--- src/rtl/traffic_lcd_writer.sv ---
// traffic_lcd_writer
//   Display stage for the two-way traffic-light controller. Drives an
//   HD44780-compatible 16x2 LCD (8-bit, write-only). After power-up it sends
//   the init sequence, then repeatedly writes line 1 as "A:<colour> <tens><units>"
//   for direction A and line 2 as "B:..." for direction B.
//
// Ports
//   clk            system clock, rising edge
//   rs             synchronous active-high reset
//   x1/v1/d1       direction A green/yellow/red lamps
//   x2/v2/d2       direction B green/yellow/red lamps
//   cnt1/cnt2      seconds remaining per direction (shown clamped to 99)
//   lcd_rs         0 = command, 1 = data
//   lcd_rw         tied 0 (write-only)
//   lcd_e          enable strobe
//   lcd_db         data bus
//   init_done      high once the init sequence has finished
//   frame_done     one-cycle pulse after the last byte of each frame
module traffic_lcd_writer #(
  parameter int unsigned T_PWRUP  = 1000000,
  parameter int unsigned T_E_HIGH = 12,
  parameter int unsigned T_CMD    = 2500,
  parameter int unsigned T_CLR    = 100000
) (
  input  logic       clk,
  input  logic       rs,
  input  logic       x1,
  input  logic       v1,
  input  logic       d1,
  input  logic       x2,
  input  logic       v2,
  input  logic       d2,
  input  logic [7:0] cnt1,
  input  logic [7:0] cnt2,
  output logic       lcd_rs,
  output logic       lcd_rw,
  output logic       lcd_e,
  output logic [7:0] lcd_db,
  output logic       init_done,
  output logic       frame_done
);

  typedef enum logic [2:0] {
    S_PWRUP,
    S_SETUP,
    S_PULSE,
    S_WAIT,
    S_DONE
  } state_t;

  state_t      state_q, state_d;
  logic [31:0] tmr_q, tmr_d;
  logic [3:0]  idx_q, idx_d;
  logic        init_q, init_d;
  logic        lcd_rs_q, lcd_rs_d;
  logic [7:0]  lcd_db_q, lcd_db_d;

  // Per-frame snapshot of the inputs
  logic [2:0]  lamp1_q, lamp2_q;
  logic [7:0]  val1_q, val2_q;

  logic [7:0]  col1, col2, tens1, units1, tens2, units2;
  logic [31:0] wait_len;
  logic        load;

  function automatic logic [7:0] colour(input logic [2:0] gyr);
    case (gyr)
      3'b100:  colour = 8'h47; // 'G'
      3'b010:  colour = 8'h59; // 'Y'
      3'b001:  colour = 8'h52; // 'R'
      default: colour = 8'h2D; // '-'
    endcase
  endfunction

  function automatic logic [15:0] digits(input logic [7:0] v);
    logic [7:0] c;
    c = (v > 8'd99) ? 8'd99 : v;
    digits = {8'h30 + c / 8'd10, 8'h30 + c % 8'd10};
  endfunction

  always_comb begin
    col1 = colour(lamp1_q);
    col2 = colour(lamp2_q);
    {tens1, units1} = digits(val1_q);
    {tens2, units2} = digits(val2_q);
  end

  // Only the clear-display command needs the long wait.
  assign wait_len = (!lcd_rs_q && lcd_db_q == 8'h01) ? T_CLR : T_CMD;

  always_comb begin
    state_d  = state_q;
    tmr_d    = tmr_q + 32'd1;
    idx_d    = idx_q;
    init_d   = init_q;
    lcd_rs_d = lcd_rs_q;
    lcd_db_d = lcd_db_q;
    load     = 1'b0;

    case (state_q)
      S_PWRUP: begin
        if (tmr_q == T_PWRUP - 1) begin
          state_d = S_SETUP;
          tmr_d   = '0;
          idx_d   = '0;
          load    = 1'b1;
        end
      end
      S_SETUP: begin
        state_d = S_PULSE;
        tmr_d   = '0;
      end
      S_PULSE: begin
        if (tmr_q == T_E_HIGH - 1) begin
          state_d = S_WAIT;
          tmr_d   = '0;
        end
      end
      S_WAIT: begin
        if (tmr_q == wait_len - 32'd1) begin
          tmr_d = '0;
          if (!init_q && idx_q == 4'd3) begin
            init_d  = 1'b1;
            idx_d   = '0;
            state_d = S_SETUP;
            load    = 1'b1;
          end else if (init_q && idx_q == 4'd13) begin
            state_d = S_DONE;
          end else begin
            idx_d   = idx_q + 4'd1;
            state_d = S_SETUP;
            load    = 1'b1;
          end
        end
      end
      S_DONE: begin
        idx_d   = '0;
        tmr_d   = '0;
        state_d = S_SETUP;
        load    = 1'b1;
      end
      default: state_d = S_PWRUP;
    endcase

    // Bus value is latched on entry to SETUP and held through WAIT. The frame's
    // first byte is constant, so it never depends on a snapshot not yet taken.
    if (load) begin
      if (!init_d) begin
        lcd_rs_d = 1'b0;
        case (idx_d)
          4'd0:    lcd_db_d = 8'h38;
          4'd1:    lcd_db_d = 8'h0C;
          4'd2:    lcd_db_d = 8'h06;
          default: lcd_db_d = 8'h01;
        endcase
      end else begin
        lcd_rs_d = !(idx_d == 4'd0 || idx_d == 4'd7);
        case (idx_d)
          4'd0:    lcd_db_d = 8'h80;
          4'd1:    lcd_db_d = 8'h41;
          4'd2:    lcd_db_d = 8'h3A;
          4'd3:    lcd_db_d = col1;
          4'd4:    lcd_db_d = 8'h20;
          4'd5:    lcd_db_d = tens1;
          4'd6:    lcd_db_d = units1;
          4'd7:    lcd_db_d = 8'hC0;
          4'd8:    lcd_db_d = 8'h42;
          4'd9:    lcd_db_d = 8'h3A;
          4'd10:   lcd_db_d = col2;
          4'd11:   lcd_db_d = 8'h20;
          4'd12:   lcd_db_d = tens2;
          default: lcd_db_d = units2;
        endcase
      end
    end
  end

  always_ff @(posedge clk) begin
    if (rs) begin
      state_q  <= S_PWRUP;
      tmr_q    <= '0;
      idx_q    <= '0;
      init_q   <= 1'b0;
      lcd_rs_q <= 1'b0;
      lcd_db_q <= '0;
      lamp1_q  <= '0;
      lamp2_q  <= '0;
      val1_q   <= '0;
      val2_q   <= '0;
    end else begin
      state_q  <= state_d;
      tmr_q    <= tmr_d;
      idx_q    <= idx_d;
      init_q   <= init_d;
      lcd_rs_q <= lcd_rs_d;
      lcd_db_q <= lcd_db_d;
      // First cycle of a frame is the SETUP of its first byte.
      if (state_q == S_SETUP && init_q && idx_q == 4'd0) begin
        lamp1_q <= {x1, v1, d1};
        lamp2_q <= {x2, v2, d2};
        val1_q  <= cnt1;
        val2_q  <= cnt2;
      end
    end
  end

  assign lcd_e      = (state_q == S_PULSE);
  assign frame_done = (state_q == S_DONE);
  assign init_done  = init_q;
  assign lcd_rw     = 1'b0;
  assign lcd_rs     = lcd_rs_q;
  assign lcd_db     = lcd_db_q;

endmodule

--- config.mk ---
export PLATFORM = sky130hd
export DESIGN_NAME = traffic_lcd_writer
export DESIGN_NICKNAME = d
export VERILOG_FILES = /design/src/rtl/traffic_lcd_writer.sv
export SDC_FILE = /design/constraint.sdc
export NUM_CORES = 1
export LEC_CHECK = 0
export BUFFER_PORTS_ARGS = -buffer_cell sky130_fd_sc_hd__clkbuf_2
export CORE_MARGIN = 2
export CORE_UTILIZATION = 50
export CTS_BUF_LIST = sky130_fd_sc_hd__clkbuf_8
export CTS_CLUSTER_DIAMETER = 80
export DETAILED_ROUTE_END_ITERATION = 7
export GPL_ROUTABILITY_DRIVEN = 0
export PLACE_DENSITY = 0.68
export SYNTH_ARGS = -nofsm -noshare
export SYNTH_HDL_FRONTEND = slang
export SYNTH_SLANG_ARGS = --single-unit
--- constraint.sdc ---
create_clock -name clk -period 3.94 [get_ports clk]
set_clock_uncertainty 0.05 [all_clocks]
set_input_delay 0.985 -clock clk [delete_from_list [all_inputs] [get_ports clk]]
set_output_delay 0.985 -clock clk [all_outputs]
set_load 0.05 [all_outputs]
==> flow_metrics.env <==
export IMPL_die_area_sq_mm=0.0103
export IMPL_rows=35
export IMPL_antenna_cells=0
export IMPL_setup_violations=0
export IMPL_fin_area_sq_mm=0.00517
export IMPL_vias_per_cell=5.89
export IMPL_worst_ep_required_time_ns=4.12
export IMPL_p_per_area_mw_per_mm2=246
export IMPL_clockBufferDepth=2
export IMPL_total_leakage_power_nw=2.02
export IMPL_synth_nets=649
export IMPL_ioPinCount=37
export IMPL_core_area_sq_mm=0.00924
export IMPL_cts_setup_buffers=0
export IMPL_crit_path_end_kind="flop"
export IMPL_r2r_end="lcd_db[5]$_SDFFE_PP0P_"
export IMPL_layout_drive_gt1_share=0.123
export IMPL_holdWs_ns=0.419
export IMPL_hp_start="tmr_q[0]$_SDFF_PP0_"
export IMPL_min_path_type="reg -> reg"
export IMPL_avgSynthCellArea_sq_um=7.69
export IMPL_place_area_sq_mm=0.00499
export IMPL_wire_per_inst_um=14.9
export IMPL_synth_cell_type_count=78
export IMPL_cp_max_fo=6
export IMPL_grt_pass1_vias=4152
export IMPL_synth_yosys_warnings=0
export IMPL_die_y_um=101
export IMPL_area_growth_pct=8.80
export IMPL_r2r_start="tmr_q[2]$_SDFF_PP0_"
export IMPL_drc=0
export IMPL_r2r_cells=13
export IMPL_arrival_ns=3.85
export IMPL_path_clk_slew_ns=0.07
export IMPL_max_freq_mhz=273
export IMPL_synthesis_instances=618
export IMPL_numCtsBuffers=9
export IMPL_rsz0062_at_grt="false"
export IMPL_ys_seq_elements=71
export IMPL_dp_hpwl_mm=8.11
export IMPL_start_util=0.514
export IMPL_hold_viol_final=0
export IMPL_gr_total_overflow=0
export IMPL_ys_async_sr_fraction=0
export IMPL_r2r_slack_ns=0.27
export IMPL_first_iter_violations=254
export IMPL_ctsResizeCount=0
export IMPL_relSlewSlack=0.430
export IMPL_hold_buffers=0
export IMPL_antenna_found_initial=0
export IMPL_nNetsFinal=663
export IMPL_via_count=4504
export IMPL_cap_violations=0
export IMPL_finalCritPeriodShare=0.931
export IMPL_h_tree_depth=3
export IMPL_final_core_util=0.559
export IMPL_layout_commonest_cell="nor2_1"
export IMPL_hold_end="tmr_q[0]$_SDFF_PP0_"
export IMPL_slew_violations=0
export IMPL_min_delay_path_depth=1
export IMPL_cts_root_buf="clkbuf_8"
export IMPL_fill_cells=881
export IMPL_clock_latency_ns=0.35
export IMPL_status="complete, no violations"
export IMPL_path_class="reg -> reg"
export IMPL_synth_edf_count=0
export IMPL_drt_total_wl_mm=11.4
export IMPL_vdd_drop_max_uv=218
export IMPL_clock_sinks=71
export IMPL_worst_pin_slew_ns=0.834
export IMPL_seq_area_frac_synth=0.299
export IMPL_grt_pass1_wl_mm=19.2
export IMPL_cp_start_kind="flop"
export IMPL_synth_top_flop_cell="dfxtp_1"
export IMPL_grt_max_degree=42
export IMPL_fin_tns_setup_ns=0
export IMPL_min_period_ns=3.67
export IMPL_io_buffers=35
export IMPL_cts_tree="done"
export IMPL_syn_cell_area_sq_mm=0.00475
export IMPL_layout_common_cells="nor2_1, dfxtp_1, nand2_1"
export IMPL_first_pass_iters=5
export IMPL_chipWidth_um=101
export IMPL_grt_total_usage=0.229
export IMPL_antenna_left=0
cell usage after synthesis, types with 3 or more instances:
cell       number  area (sq um)
ha_1            7          87.6
a21oi_1        34           170
nor3_1         13          65.1
and3_1          7          43.8
nand3b_1        3          22.5
o22ai_1         3          18.8
or2_2           3          18.8
and2_1          5          31.3
o21ai_0        19          95.1
nor4_1         18           113
nand4_1        12          75.1
or4_1           4          30.0
buf_2           7          35.0
mux2i_1        25           250
o31ai_1         5          37.5
nand2_1        44           165
and4_1          3          26.3
nand3_1        19          95.1
xor2_1         19           166
o21ai_1         3          15.0
inv_1          16          60.1
nor2b_1         9          56.3
a2bb2oi_1       6          52.6
dfxtp_1        71          1420
a31oi_1         5          31.3
nor3b_1         7          52.6
or3_1           8          50.1
a21o_1          4          30.0
nor2_1        100           375
clkbuf_1       30           113
nand2b_1        9          56.3
o21a_1          3          22.5
a211oi_1        9          67.6
o211ai_1        3          22.5
xnor2_1        24           210
per-layer routing:
metal | vias up | GRT usage | wire length [um]
met1 | 2110 | 0.284 | 4930
met5 | - | 0 | 0
met4 | 0 | 0.0759 | 267
met2 | 116 | 0.402 | 5760
met3 | 26 | 0.0386 | 447
li1 | 2252 | - | -
through the flow:
| step | cells | power, mW | setup WS, ns |
|---|---|---|---|
| after floorplan | 618 | 0.759 | 0.462 |
| after global placement | 750 | 0.775 | 0.394 |
| after detailed placement | 750 | 0.776 | 0.255 |
| after CTS | 765 | 1.29 | 0.231 |
| after global routing | 765 | 1.32 | 0.0223 |
| final | 765 | 1.27 | 0.272 |
cells by family (layout without fill, tap and decap cells):
| logic type | count (synthesis) | count (layout) | share of synthesized area |
|---|---|---|---|
| AND/OR/NAND/NOR | 275 | 275 | 0.291 |
| AO/OA/AOI/OAI | 134 | 134 | 0.197 |
| flip-flops | 71 | 71 | 0.299 |
| buffers and inverters | 59 | 77 | 0.0532 |
| XOR/XNOR | 43 | 43 | 0.0793 |
| multiplexers | 27 | 27 | 0.0598 |
| adder cells (fa/ha/maj) | 7 | 7 | 0.0184 |
| other | 2 | 2 | 0.00158 |
worst max-delay path: stages (launching register included):
cell and delay [ns]:
dfxtp_1 0.35, or4_1 0.59, or4_4 0.55, mux2i_4 0.24, and4_1 0.32, a31oi_4 0.06, nand2_1 0.17, a21oi_1 0.09
o21ai_0 0.21, o2111ai_1 0.15, ha_1 0.33, o21ai_0 0.09, a211oi_1 0.25, o31ai_1 0.09
how the worst max path moves through the flow:
stage                                        from                endpoint  slack, ns  cells after the start
after CTS                     tmr_q[2]$_SDFF_PP0_  lcd_db[5]$_SDFFE_PP0P_       0.23                     13
after global routing      state_q[0]$_SDFFE_PP0P_  lcd_db[5]$_SDFFE_PP0P_       0.02                     13
after detailed placement      tmr_q[2]$_SDFF_PP0_  lcd_db[5]$_SDFFE_PP0P_       0.25                     13
after floorplan               tmr_q[2]$_SDFF_PP0_  lcd_db[5]$_SDFFE_PP0P_       0.46                     14
after global placement        tmr_q[2]$_SDFF_PP0_  lcd_db[5]$_SDFFE_PP0P_       0.39                     13
final                         tmr_q[2]$_SDFF_PP0_  lcd_db[5]$_SDFFE_PP0P_       0.27                     13
final cells by class:
cell class                      instances  area [sq um]  share of cell area
Clock inverter                          5          26.3             0.00508
Tap cell                              129           161              0.0312
Multi-Input combinational cell        488          3090               0.598
Inverter                               16          60.1              0.0116
Timing Repair Buffer                   46           270              0.0523
Sequential cell                        71          1420               0.275
Clock buffer                           10           138              0.0266
power by group:
group | total [mW] | switching, mW | internal (mW)
sequential | 0.722 | 0.00266 | 0.720
clock | 0.511 | 0.274 | 0.237
combinational | 0.0370 | 0.0227 | 0.0142
total | 1.27 | 0.299 | 0.971
sequential cells by signal, summed over array words and instances, names as in the netlist:
| register | cells |
|---|---|
| lamp2_q | 3 |
| lcd_db | 8 |
| lcd_rs | 1 |
| val1_q | 8 |
| state_q | 3 |
| tmr_q | 32 |
| idx_q | 4 |
| init_done | 1 |
| val2_q | 8 |
| lamp1_q | 3 |
Power figures use the tool's default switching activity.
